### src/rtl/seg_scan_display_if.sv
// Handshake/bus bundle for the multi-channel seven-segment scan driver.
// master drives samples and reads the pins; slave is the driver block.
interface seg_scan_display_if #(
    parameter int NUM_WIDTH = 32,
    parameter int NUM_CH    = 2,
    parameter int DIGITS    = 4
);
    logic                        Sample;
    logic [NUM_CH*NUM_WIDTH-1:0] Numbers_in;
    logic                        HexMode;
    logic [6:0]                  out7;
    logic [NUM_CH*DIGITS-1:0]    en_out;
    logic                        Busy;

    modport master (
        output Sample, Numbers_in, HexMode,
        input  out7, en_out, Busy
    );

    modport slave (
        input  Sample, Numbers_in, HexMode,
        output out7, en_out, Busy
    );
endinterface

### src/rtl/seg_scan_display.sv
// Multi-channel 7-seg driver: shift-add-3 BCD conversion plus scan mux.
// Optional macro SEGDISP_LZB_EN enables per-channel leading-zero blanking.
module seg_scan_display #(
    parameter int NUM_WIDTH = 32,
    parameter int NUM_CH    = 2,
    parameter int DIGITS    = 4,
    parameter int DIV_BITS  = 17
) (
    input logic Clk,
    input logic Reset,
    seg_scan_display_if.slave bus
);
    function automatic logic [63:0] pow10(input int n);
        logic [63:0] r;
        r = 64'd1;
        for (int i = 0; i < n; i++) r = r * 64'd10;
        return r;
    endfunction

    function automatic logic [6:0] seg7(input logic [3:0] v);
        logic [6:0] s;
        case (v)
            4'h0: s = 7'b0000001;
            4'h1: s = 7'b1001111;
            4'h2: s = 7'b0010010;
            4'h3: s = 7'b0000110;
            4'h4: s = 7'b1001100;
            4'h5: s = 7'b0100100;
            4'h6: s = 7'b0100000;
            4'h7: s = 7'b0001111;
            4'h8: s = 7'b0000000;
            4'h9: s = 7'b0000100;
            4'hA: s = 7'b0001000;
            4'hB: s = 7'b1100000;
            4'hC: s = 7'b0110001;
            4'hD: s = 7'b1000010;
            4'hE: s = 7'b0110000;
            default: s = 7'b0111000;
        endcase
        return s;
    endfunction

    localparam int ND  = NUM_CH * DIGITS;
    localparam int BW  = DIGITS * 4;
    localparam int CBW = DIGITS * 5;
    localparam int DBW = ND * 5;
    localparam int CW  = (NUM_CH > 1) ? $clog2(NUM_CH) : 1;
    localparam int SW  = (ND > 1) ? $clog2(ND) : 1;
    localparam int KW  = $clog2(NUM_WIDTH + 1);
    localparam logic [63:0] DEC_LIM = pow10(DIGITS);

    typedef enum logic [2:0] {IDLE, LOAD, SHIFT, NEXT, DONE} state_t;

    state_t                      state_q;
    logic [NUM_CH*NUM_WIDTH-1:0] num_q;
    logic                        hex_q;
    logic [CW-1:0]               ch_q;
    logic [KW-1:0]               cnt_q;
    logic [NUM_WIDTH-1:0]        val_q;
    logic [BW-1:0]               bcd_q;
    logic                        ovf_q;
    logic                        pend_q;
    logic                        busy_q;
    logic [DBW-1:0]              sbuf_q;
    logic [DBW-1:0]              disp_q;
    logic [DIV_BITS-1:0]         div_q;
    logic [SW-1:0]               slot_q;
    logic [ND-1:0]               en_q;
    logic [6:0]                  seg_q;

    logic [NUM_WIDTH-1:0] sel_d;
    logic [63:0]          sel64_d;
    logic                 ovf_d;
    logic                 last_d;
    logic [BW-1:0]        adj_d;
    logic [BW-1:0]        hexv_d;
    logic [CBW-1:0]       res_d;
    logic [DBW-1:0]       sbuf_d;
    logic [4:0]           cur_d;
    logic                 blank_d;
    logic [6:0]           seg_d;

    assign sel_d   = num_q[int'(ch_q)*NUM_WIDTH +: NUM_WIDTH];
    assign sel64_d = 64'(sel_d);
    assign ovf_d   = hex_q ? ((sel64_d >> BW) != 64'd0)
                           : (sel64_d >= DEC_LIM);
    assign last_d  = (int'(ch_q) == NUM_CH - 1);
    assign hexv_d  = BW'(val_q);

    always_comb begin
        adj_d = bcd_q;
        for (int d = 0; d < DIGITS; d++) begin
            if (bcd_q[4*d +: 4] >= 4'd5)
                adj_d[4*d +: 4] = bcd_q[4*d +: 4] + 4'd3;
        end
    end

    // Channel result: bit 4 of each digit marks a dash.
    always_comb begin
        res_d = '0;
        for (int d = 0; d < DIGITS; d++) begin
            if (ovf_q)      res_d[5*d +: 5] = 5'b10000;
            else if (hex_q) res_d[5*d +: 5] = {1'b0, hexv_d[4*d +: 4]};
            else            res_d[5*d +: 5] = {1'b0, bcd_q[4*d +: 4]};
        end
    end

    always_comb begin
        sbuf_d = sbuf_q;
        sbuf_d[int'(ch_q)*CBW +: CBW] = res_d;
    end

`ifdef SEGDISP_LZB_EN
    int  ch_s;
    int  dg_s;
    logic nz_d;
    always_comb begin
        ch_s = int'(slot_q) / DIGITS;
        dg_s = int'(slot_q) % DIGITS;
        nz_d = 1'b0;
        for (int k = 0; k < DIGITS; k++) begin
            if (k >= dg_s && disp_q[(ch_s*DIGITS+k)*5 +: 5] != 5'd0)
                nz_d = 1'b1;
        end
        blank_d = (dg_s != 0) && !nz_d;
    end
`else
    assign blank_d = 1'b0;
`endif

    assign cur_d = disp_q[int'(slot_q)*5 +: 5];
    assign seg_d = blank_d  ? 7'b1111111 :
                   cur_d[4] ? 7'b1111110 : seg7(cur_d[3:0]);

    // The final channel's result is folded into DONE so all channels commit at once.
    always_ff @(posedge Clk or posedge Reset) begin
        if (Reset) begin
            state_q <= IDLE;
            num_q   <= '0;
            hex_q   <= 1'b0;
            ch_q    <= '0;
            cnt_q   <= '0;
            val_q   <= '0;
            bcd_q   <= '0;
            ovf_q   <= 1'b0;
            pend_q  <= 1'b0;
            busy_q  <= 1'b0;
            sbuf_q  <= '0;
            disp_q  <= '0;
        end else begin
            unique case (state_q)
                IDLE: begin
                    if (bus.Sample) begin
                        num_q   <= bus.Numbers_in;
                        hex_q   <= bus.HexMode;
                        ch_q    <= '0;
                        busy_q  <= 1'b1;
                        state_q <= LOAD;
                    end
                end
                LOAD: begin
                    val_q <= sel_d;
                    bcd_q <= '0;
                    cnt_q <= '0;
                    ovf_q <= ovf_d;
                    if (hex_q || ovf_d)
                        state_q <= last_d ? DONE : NEXT;
                    else
                        state_q <= SHIFT;
                end
                SHIFT: begin
                    bcd_q <= {adj_d[BW-2:0], val_q[NUM_WIDTH-1]};
                    val_q <= val_q << 1;
                    cnt_q <= cnt_q + 1'b1;
                    if (cnt_q == KW'(NUM_WIDTH - 1))
                        state_q <= last_d ? DONE : NEXT;
                end
                NEXT: begin
                    sbuf_q  <= sbuf_d;
                    ch_q    <= ch_q + 1'b1;
                    state_q <= LOAD;
                end
                DONE: begin
                    sbuf_q <= sbuf_d;
                    disp_q <= sbuf_d;
                    ch_q   <= '0;
                    if (pend_q || bus.Sample) begin
                        num_q   <= bus.Numbers_in;
                        hex_q   <= bus.HexMode;
                        pend_q  <= 1'b0;
                        state_q <= LOAD;
                    end else begin
                        busy_q  <= 1'b0;
                        state_q <= IDLE;
                    end
                end
                default: state_q <= IDLE;
            endcase
            if (bus.Sample && (state_q == LOAD || state_q == SHIFT ||
                               state_q == NEXT))
                pend_q <= 1'b1;
        end
    end

    always_ff @(posedge Clk or posedge Reset) begin
        if (Reset) begin
            div_q  <= '0;
            slot_q <= '0;
            en_q   <= '1;
            seg_q  <= 7'h7F;
        end else begin
            div_q <= div_q + 1'b1;
            if (&div_q)
                slot_q <= (slot_q == SW'(ND - 1)) ? '0 : slot_q + 1'b1;
            en_q  <= ~(ND'(1) << slot_q);
            seg_q <= seg_d;
        end
    end

    assign bus.out7   = seg_q;
    assign bus.en_out = en_q;
    assign bus.Busy   = busy_q;
endmodule

### src/flat_wrapper.sv
// flat-port wrapper written by rule: the top's interface ports become plain ports
module seg_scan_display_flat 
#(
    parameter int NUM_WIDTH = 32,
    parameter int NUM_CH    = 2,
    parameter int DIGITS    = 4,
    parameter int DIV_BITS  = 17
)
  (Clk, Reset, bus_Sample, bus_Numbers_in, bus_HexMode, bus_out7, bus_en_out, bus_Busy);
  seg_scan_display_if #(.NUM_WIDTH(NUM_WIDTH), .NUM_CH(NUM_CH), .DIGITS(DIGITS)) bus_i ();
  input logic Clk;
  input logic Reset;
  input wire logic [$bits(bus_i.Sample)-1:0] bus_Sample;
  input wire logic [$bits(bus_i.Numbers_in)-1:0] bus_Numbers_in;
  input wire logic [$bits(bus_i.HexMode)-1:0] bus_HexMode;
  output wire logic [$bits(bus_i.out7)-1:0] bus_out7;
  output wire logic [$bits(bus_i.en_out)-1:0] bus_en_out;
  output wire logic [$bits(bus_i.Busy)-1:0] bus_Busy;
  assign bus_i.Sample = bus_Sample;
  assign bus_i.Numbers_in = bus_Numbers_in;
  assign bus_i.HexMode = bus_HexMode;
  assign bus_out7 = bus_i.out7;
  assign bus_en_out = bus_i.en_out;
  assign bus_Busy = bus_i.Busy;
  seg_scan_display #(.NUM_WIDTH(NUM_WIDTH), .NUM_CH(NUM_CH), .DIGITS(DIGITS), .DIV_BITS(DIV_BITS)) u_core (.Clk(Clk), .Reset(Reset), .bus(bus_i));
endmodule
### config.mk
export PLATFORM = sky130hd
export DESIGN_NAME = seg_scan_display_flat
export DESIGN_NICKNAME = d
export VERILOG_FILES = /design/src/rtl/seg_scan_display_if.sv /design/src/rtl/seg_scan_display.sv /design/src/flat_wrapper.sv
export SDC_FILE = /design/constraint.sdc
export NUM_CORES = 1
export LEC_CHECK = 0
export BUFFER_PORTS_ARGS = -buffer_cell sky130_fd_sc_hd__buf_4
export CORE_MARGIN = 5
export CORE_UTILIZATION = 45
export DETAILED_ROUTE_END_ITERATION = 7
export PLACE_DENSITY = 0.7
export SYNTH_ARGS = -nofsm -noshare
export SYNTH_HDL_FRONTEND = slang
export SYNTH_SLANG_ARGS = --single-unit
### constraint.sdc
create_clock -name Clk -period 7.4 [get_ports Clk]
set_clock_uncertainty 0.1 [all_clocks]
set_input_delay 1.11 -clock Clk [delete_from_list [all_inputs] [get_ports Clk]]
set_output_delay 1.11 -clock Clk [all_outputs]
set_load 0.01 [all_outputs]
==> impl_metrics.tcl, run 1 <==
set metrics [dict create \
    status "completed" \
    rows 57 \
    fin_crit_sh_pct 39.28 \
    place_ws_ns 4.475 \
    htree_levels 1 \
    final_nets 1140 \
    max_stage_delay_ns 0.75 \
    cts_tree "yes" \
    start_util_pct 45.55 \
    die_area_sq_mm 0.02778 \
    grt_pass1_wl_mm 37.11 \
    crit_chain "mux4_1, mux2i_1, inv_1, ha_1, or3_1, o21ai_0, o21ai_1" \
    clockBufferDepth 3 \
    antenna_found_initial 0 \
    synth.distinct_cells 51 \
    via_per_inst 5.399 \
    core_area_sq_mm 0.02425 \
    setup_viol 0 \
    wire_per_inst_um 15.63 \
    post-synth-top-area-cell "dfrtp_1" \
    yosysWarnings 0 \
    worst_pin_slew_ns 1.089 \
    hp-start "u_core.div_q[15]" \
    root_buffer "clkbuf_16" \
    grt_max_degree 192 \
    path_class "reg -> reg" \
    fin_tns_setup_ns 0 \
    firstDrtPassIters 5 \
    cpMaxStageDelayCell "dfrtp_1" \
    syn_area_sq_mm 0.01105 \
    worst_setup_path_start_kind "flop" \
    cp.arrival_ns 3.22 \
    gp_congestion 0.8125 \
    synth_seq_cells 241 \
    nFillCells 2112 \
    slew_headroom_pct 27.39 \
    cp-startpoint "u_core.slot_q[1]" \
    cts_hold_buf 0 \
    hp-class "reg -> reg" \
    cp-end-kind "flop" \
    ys_top_cells_by_count "226 x dfrtp_1, 125 x nor2_1, 123 x a21oi_1, 66 x mux2_2, 57 x mux2i_1" \
    synth_nets 1080 \
    worst_slack_ns 4.493 \
    synth.most_common_cell "dfrtp_1" \
    place_hpwl_mm 14.15 \
    postRouteWirelength_mm 21.77 \
    vias 7521 \
    num_antenna_cells 0 \
    yosysTopAreaCellShare_pct 51.20 \
    synth_ff_type "dfrtp_1" \
    reg2reg_from "u_core.slot_q[1]" \
    numCtsBuffers 26 \
    async_flop_share_pct 100.0 \
    busiest_layer "met2" \
    fp.dieH_um 166.7 \
    hold_viol_final 0 \
    grt_pass1_vias 7399 \
    power.static_leakage_nw 5.525 \
    drv_slew 0 \
    grt_use_met3_pct 2.915 \
    ioPinCount 84 \
    postCtsSetupBuffers 0 \
    antenna_left 0 \
    gr-total-overflow 0 \
    required_ns 7.71 \
    max_freq_mhz 344.0 \
    grt_usage_pct 15.51 \
    clk_latency_ns 0.53 \
    finalCriticalPeriod_ns 2.907 \
    use_met2_pct 23.52 \
    drive_gt1_share_pct 21.61 \
    grt_use_met1_pct 23.48 \
    drt_iter0_drc 561 \
    syn_avg_cell_area_sq_um 11.17 \
    clkTransAtPathRegs_ns 0.06 \
    syn_inst 989 \
    cts_sinks 241 \
    grt_setup_unrepaired "no" \
    synth.area.top_cells "dfrtp_1 51%, mux2_2 6.7%, a21oi_1 5.6%, mux2i_1 5.2%, nor2_1 4.2%" \
    syn2layout_area_growth_pct 16.02 \
    fp.dieW_um 166.7 \
    ir_drop_uv 232.2 \
    ys_seq_area_share_pct 54.77 \
    drcViolationCount 0 \
    p_per_area_mw_per_mm2 432.3 \
    portBuffers 83 \
    synth_edf_count 0 \
    cts_resized 0 \
    cap_violations 0 \
    worstPathMaxFanout 13 \
]
## critical path, delay by kind of cell (launching register included)
family,cells,cell delay (ns)
mux,2,1.00
flops,1,0.75
simple gates,1,0.37
fa+ha+maj,1,0.26
buf+inv,1,0.17
compound gates,2,0.15
## cell type report
class | instances | area, sq um | area share, %
clock buffers | 40 | 773.2 | 6.034
clock inverters | 8 | 107.6 | 0.8397
inverters | 20 | 78.83 | 0.6151
multi-input cells | 665 | 4671 | 36.45
flip-flops and latches | 241 | 6053 | 47.24
well taps | 324 | 405.4 | 3.163
repair buffers | 95 | 725.7 | 5.663
## sequential cells by signal, summed over array words and instances, names as in the netlist
register,cells
u_core.bus.out7,7
u_core.disp_q,40
u_core.ovf_q,1
u_core.bcd_q,16
u_core.pend_q,1
u_core.bus.en_out,8
u_core.hex_q,1
u_core.cnt_q,6
u_core.state_q,3
u_core.sbuf_q,40
u_core.bus.Busy,1
u_core.ch_q,1
u_core.val_q,32
u_core.slot_q,3
u_core.div_q,17
u_core.num_q,64
## path summary, 6_finish.rpt
| kind | end | slack, ns | depth (start not counted) |
|---|---|---|---|
| min in group asynchronous | u_core.disp_q[27] | 0.72 | 3 |
| hold reg to reg | u_core.div_q[15] | 0.36 | 1 |
| hold / removal | u_core.div_q[15] | 0.36 | 1 |
| setup / recovery | u_core.bus.out7[6] | 4.49 | 7 |
| setup reg to reg | u_core.bus.out7[6] | 4.49 | 7 |
| max in group asynchronous | u_core.num_q[58] | 5.62 | 3 |
## through the flow
stage	hold WS [ns]	util (%)	instance area, sq um	std cells	power, mW
floorplan	0.3375	-	11050	989	3.777
global placement	0.3546	49.22	11930	1345	4.188
detailed placement	0.3569	49.22	11930	1345	4.271
CTS	0.3672	52.85	12810	1393	5.596
global route	0.3830	52.85	12810	1393	5.956
finish	0.3629	52.85	12810	1393	5.539
## cells by family after synthesis
| family | after synthesis | share of synthesized area, % |
|---|---|---|
| AO/OA/AOI/OAI | 223 | 12.65 |
| XOR/XNOR | 22 | 1.744 |
| adder cells (fa/ha/maj) | 23 | 2.605 |
| buffers and inverters | 83 | 3.183 |
| flip-flops | 241 | 54.77 |
| multiplexers | 136 | 14.64 |
| AND/OR/NAND/NOR | 261 | 10.41 |
## report_power, final
group	switching [mW]	internal, mW	total (mW)
clock network	0.509	0.791	1.30
logic	1.03	0.905	1.93
registers	0.424	1.89	2.31
## per-layer routing
metal / routed length (um) / up-vias
met5: 0 / -
met4: 322 / 0
met3: 1025 / 22
met2: 9778 / 163
met1: 10640 / 3660
li1: - / 3676
## cells in the final DEF, fill, tap and decap left out, types with 16 or more instances in the layout
cell type | Yosys | layout
inv_1 | 19 | 18
o21ai_0 | 26 | 26
nand3_1 | 16 | 16
nor2_1 | 125 | 123
nor3_1 | 40 | 40
dfrtp_1 | 226 | 225
a21oi_1 | 123 | 123
buf_4 | 0 | 94
a221o_1 | 32 | 32
ha_1 | 23 | 23
mux2_2 | 66 | 66
clkbuf_16 | 0 | 26
nand2_1 | 47 | 47
mux2i_1 | 57 | 57
No activity file was read; power rests on OpenSTA's default activity.
==> run 2, diff against run 1 <==
--- a/config.mk
+++ b/config.mk
@@ -9,7 +9,7 @@
 export CORE_MARGIN = 5
 export CORE_UTILIZATION = 45
 export DETAILED_ROUTE_END_ITERATION = 7
-export PLACE_DENSITY = 0.7
+export PLACE_DENSITY = 0.68
 export SYNTH_ARGS = -nofsm -noshare
 export SYNTH_HDL_FRONTEND = slang
 export SYNTH_SLANG_ARGS = --single-unit
==> constraint.sdc (replaced) <==
create_clock -name Clk -period 2.9 [get_ports Clk]
set_clock_uncertainty 0.1 [all_clocks]
set_input_delay 0.435 -clock Clk [delete_from_list [all_inputs] [get_ports Clk]]
set_output_delay 0.435 -clock Clk [all_outputs]
set_load 0.01 [all_outputs]
==> impl_metrics.tcl, run 2 (synthesis results as in run 1) <==
set metrics [dict create \
    fp.dieH_um 166.7 \
    num_antenna_cells 0 \
    finalCriticalPeriod_ns 2.438 \
    cpMaxStageDelayCell "mux4_1" \
    reg2reg_slack_ns 0.46 \
    slew_headroom_pct 50.38 \
    most-common-layout-cells "225 x dfrtp_1, 123 x nor2_1, 123 x a21oi_1, 102 x buf_4, 66 x mux2_2" \
    ioPinCount 84 \
    syn2layout_area_growth_pct 16.97 \
    gr-total-overflow 0 \
    reg2reg_from "u_core.slot_q[1]" \
    postCtsSetupBuffers 0 \
    clkTransAtPathRegs_ns 0.06 \
    clk_latency_ns 0.53 \
    drv_slew 0 \
    grt_setup_unrepaired "no" \
    drt_iter0_drc 525 \
    die_area_sq_mm 0.02778 \
    setup_viol 0 \
    grt_usage_pct 16.05 \
    top_regs "u_core.num_q (64), u_core.disp_q (40), u_core.sbuf_q (40)" \
    worst_pin_slew_ns 0.7444 \
    reg2reg_depth 6 \
    cap_violations 0 \
    r2r-end "u_core.bus.out7[6]" \
    final_common_cell "dfrtp_1" \
    path_class "reg -> reg" \
    cts_tree "yes" \
    combPwrFrac_pct 34.9 \
    cts_hold_buf 0 \
    cp.arrival_ns 2.75 \
    power.static_leakage_nw 5.585 \
    max_freq_mhz 410.1 \
    grt_max_degree 120 \
    worstPathMaxFanout 7 \
    portBuffers 83 \
    antenna_found_initial 0 \
    wire_per_inst_um 16.05 \
    hp-class "in -> async" \
    final_nets 1149 \
    intPower_mw 9.279 \
    fp.dieW_um 166.7 \
    vias 7549 \
    rows 57 \
    start_util_pct 45.55 \
    firstDrtPassIters 5 \
    largest_reg_flops 64 \
    root_buffer "clkbuf_16" \
    power.share.switching_pct 35.25 \
    placed_area_sq_mm 0.01201 \
    clockBufferDepth 3 \
    p_sw_mw 5.051 \
    post-route-util_pct 53.28 \
    drcViolationCount 0 \
    gp_congestion 0.7952 \
    cts_resized 0 \
    largest_register "u_core.num_q" \
    required_ns 3.21 \
    fin_area_sq_mm 0.01292 \
    grt_pass1_vias 7467 \
    p_per_area_mw_per_mm2 1109 \
    max_stage_delay_ns 0.60 \
    numCtsBuffers 26 \
    core_area_sq_mm 0.02425 \
    hold_viol_final 0 \
    via_per_inst 5.392 \
    status "completed" \
    pwr-share-seq_pct 41.3 \
    postRouteWirelength_mm 22.48 \
    crit_chain "mux4_1, mux2_2, ha_1, or3_1, o21ai_0, o21ai_1" \
    grt_pass1_wl_mm 38.25 \
    place_hpwl_mm 15.04 \
    cts_sinks 241 \
    p_clk_share_pct 23.8 \
    antenna_left 0 \
    htree_levels 1 \
    fin_crit_sh_pct 84.08 \
    ir_drop_uv 606.4 \
    drive_gt1_share_pct 22.40 \
    cp-end-kind "flop" \
    worst_setup_path_start_kind "flop" \
]
run 2: worst max-delay path by stage:
stage | from | to | cells after the start
after global placement | u_core.slot_q[1] | u_core.bus.out7[6] | 6
after floorplan | Reset | u_core.bcd_q[0] | 1
final | u_core.slot_q[1] | u_core.bus.out7[6] | 6
after detailed placement | u_core.slot_q[1] | u_core.bus.out7[6] | 6
after CTS | u_core.slot_q[1] | u_core.bus.out7[6] | 6
after global routing | u_core.slot_q[1] | u_core.bus.out7[6] | 7
run 2: metrics by stage:
stage / total power [mW] / setup TNS, ns / instances / worst slack (ns) / hold slack, ns
6_report: 14.33 / 0 / 1400 / 0.4618 / 0.01015
5_1_grt: 15.38 / 0 / 1400 / 0.2757 / 0.01255
4_1_cts: 14.46 / 0 / 1400 / 0.4619 / 0.007980
3_5_place_dp: 10.99 / 0 / 1354 / 0.4761 / 0.3564
3_3_place_gp: 10.77 / 0 / 1354 / 0.4967 / 0.3546
2_1_floorplan: 9.638 / -177.31 / 989 / -0.7846 / 0.3375
run 2: layout make-up:
| cell class | count | area (sq um) |
|---|---|---|
| Inverter | 20 | 78.83 |
| Sequential cell | 241 | 6053 |
| Timing Repair Buffer | 104 | 805.8 |
| Tap cell | 324 | 405.4 |
| Fill cell | 2081 | 11330 |
| Multi-Input combinational cell | 665 | 4671 |
| Clock inverter | 9 | 133.9 |
| Clock buffer | 37 | 772.0 |
run 2: worst max-delay path: cells and delay by family (launching register included):
kind                       cells  cell delay (ns)
adders and majority gates      1             0.25
muxes                          2             0.93
DFF                            1             0.53
AOI/OAI and AO/OA              2             0.16
and+or+nand+nor                1             0.37
run 2: power groups by stage:
stage	Clock [mW]	Sequential, mW	Combinational [mW]
global placement	0	5.92	4.85
floorplan	0	5.47	4.17
CTS	3.49	5.93	5.05
detailed placement	0	5.97	5.02
global route	3.62	6.12	5.64
finish	3.41	5.92	5.00
run 2: layer usage:
| layer | vias to the layer above | GRT usage [%] | wire [um] |
|---|---|---|---|
| met1 | 3655 | 24.60 | 11150 |
| met3 | 32 | 3.034 | 1064 |
| met4 | 0 | 3.486 | 442 |
| li1 | 3697 | - | - |
| met5 | - | 0 | 0 |
| met2 | 165 | 23.93 | 9815 |
==> run 3, diff against run 2 <==
==> constraint.sdc (replaced) <==
create_clock -name Clk -period 2.25 [get_ports Clk]
set_clock_uncertainty 0.1 [all_clocks]
set_input_delay 0.3375 -clock Clk [delete_from_list [all_inputs] [get_ports Clk]]
set_output_delay 0.3375 -clock Clk [all_outputs]
set_load 0.01 [all_outputs]
==> impl_metrics.tcl, run 3 (synthesis results as in run 1) <==
set metrics [dict create \
    slew_headroom_pct 63.06 \
    max_stage_delay_ns 0.49 \
    grt_pass1_wl_mm 40.33 \
    finalCriticalPeriod_ns 2.179 \
    core_area_sq_mm 0.02425 \
    intPower_mw 12.11 \
    numCtsBuffers 27 \
    grt_max_degree 82 \
    firstDrtPassIters 5 \
    drive_gt1_share_pct 23.82 \
    crit_chain "buf_12, mux4_2, mux2_4, inv_2, ha_1, mux2i_1, mux2i_1, nand2_1" \
    start_util_pct 45.55 \
    place_hpwl_mm 15.61 \
    rows 57 \
    status "completed" \
    cpMostUsedCell "mux2i_1" \
    power.static_leakage_nw 5.977 \
    drcViolationCount 0 \
    root_buffer "clkbuf_16" \
    nFillCells 1992 \
    cpMaxStageDelayCell "mux4_2" \
    path_class "reg -> reg" \
    drt_iter0_drc 596 \
    gp_congestion 0.8694 \
    worst_pin_slew_ns 0.5541 \
    cts_tree "yes" \
    multi_input_area_sq_mm 0.004716 \
    cts_sinks 241 \
    wire_per_inst_um 15.95 \
    vias 8014 \
    antenna_left 0 \
    hold_slack_ns 0.03086 \
    final_common_cell "dfrtp_1" \
    top_regs "u_core.num_q (64), u_core.disp_q (40), u_core.sbuf_q (40)" \
    grt_usage_pct 16.97 \
    hp-class "in -> reg" \
    place_ws_ns -0.003866 \
    via_per_inst 5.375 \
    power.share.switching_pct 35.64 \
    cp-end-kind "flop" \
    syn2layout_area_growth_pct 25.59 \
    max_freq_mhz 458.9 \
    worstPathMaxFanout 6 \
    most-common-layout-cells "225 x dfrtp_1, 122 x nor2_1, 122 x a21oi_1, 114 x buf_4, 66 x dlygate4sd3_1" \
    die_area_sq_mm 0.02778 \
    portBuffers 83 \
    p_per_area_mw_per_mm2 1356 \
    fp.dieH_um 166.7 \
    crit_family "multiplexers" \
    final_nets 1242 \
    clkTransAtPathRegs_ns 0.06 \
    postRouteWirelength_mm 23.79 \
    fp.dieW_um 166.7 \
    antenna_found_initial 0 \
    crit_buf_inv 2 \
    ioPinCount 84 \
    clk_latency_ns 0.54 \
    setup_viol 0 \
    p_clk_share_pct 21.6 \
    required_ns 2.62 \
    pwr-share-seq_pct 39.7 \
    ir_drop_uv 790.4 \
    num_antenna_cells 0 \
    combPwrFrac_pct 38.7 \
    grt_pass1_vias 8024 \
    worst_slack_ns 0.07084 \
    p_sw_mw 6.707 \
    largest_reg_flops 64 \
    cap_violations 0 \
    htree_levels 1 \
    cp.arrival_ns 2.54 \
    drv_slew 0 \
    gr-total-overflow 0 \
    clockBufferDepth 3 \
    regArea_sq_mm 0.006053 \
    hold_viol_final 0 \
    worst_setup_path_start_kind "flop" \
    fin_crit_sh_pct 96.85 \
    largest_register "u_core.num_q" \
]
==> run 3: cell count changes in the layout (fill, tap and decap cells not counted), moves of 3 or more <==
cell and change:
buf_12 +10, buf_4 +12, buf_6 +4, bufinv_16 -3, clkbuf_1 +4, dlygate4sd3_1 +66
mux4_1 -5, mux4_2 +5
==> run 3: routing by layer <==
metal  track usage (%)  share of wire [%]  vias to the layer above
li1                  -                  -                     3871
met5                 0                  0                        -
met3             2.986                5.2                       35
met4             3.842                1.9                        0
met2             26.97                 46                      208
met1             24.63                 46                     3900
==> run 3: stage by stage <==
stage	area, sq um	std cells	TNS (ns)	power, mW	utilization, %
finish	13870	1491	0	18.82	57.21
CTS	13800	1487	0	18.76	56.89
detailed placement	12310	1375	-0.003866	14.57	50.77
global route	13870	1491	-0.1341	20.17	57.21
global placement	12310	1375	0	14.34	50.77
floorplan	11060	989	-309.87	12.47	-
==> run 3: worst register-to-register path: stages, from the launching register on <==
cell and delay [ns]:
dfrtp_1 0.39, buf_12 0.14, mux4_2 0.49, mux2_4 0.33, inv_2 0.10, ha_1 0.25
mux2i_1 0.15, mux2i_1 0.09, nand2_1 0.07
==> run 3: layout make-up <==
type / instances / share of cell area (%)
Inverter: 20 / 0.5682
Tap cell: 324 / 2.922
Clock inverter: 5 / 0.2345
Sequential cell: 241 / 43.64
Clock buffer: 40 / 5.655
Multi-Input combinational cell: 665 / 33.99
Timing Repair Buffer: 196 / 12.99
==> run 3: path summary, 6_finish.rpt <==
check	startpoint	endpoint	slack, ns	depth (start not counted)
worst max-delay path	u_core.slot_q[1]	u_core.bus.out7[3]	0.07	8
worst min-delay path	bus_Sample	u_core.bus.Busy	0.03	3
worst max register to register	u_core.slot_q[1]	u_core.bus.out7[3]	0.07	8
worst min register to register	u_core.div_q[11]	u_core.div_q[11]	0.36	1
max in group asynchronous	Reset	u_core.bus.en_out[4]	1.12	4
min in group asynchronous	Reset	u_core.sbuf_q[22]	0.28	3
==> run 3: power by group through the flow <==
stage | sequential (mW) | combinational, mW | clock (mW)
6_report | 7.47 | 7.28 | 4.07
3_5_place_dp | 7.53 | 7.04 | 0
3_3_place_gp | 7.49 | 6.84 | 0
4_1_cts | 7.46 | 7.15 | 4.15
2_1_floorplan | 7.05 | 5.42 | 0
5_1_grt | 7.68 | 8.14 | 4.35
==> run 3: timing repair <==
item | CTS | global route
endpoints found under the hold margin | 74 | 0
hold buffers | 66 | 0
endpoints found under the setup margin | 3 | 8
setup buffers | 1 | 4
pin swaps | 0 | 6
resized for setup | 0 | 13
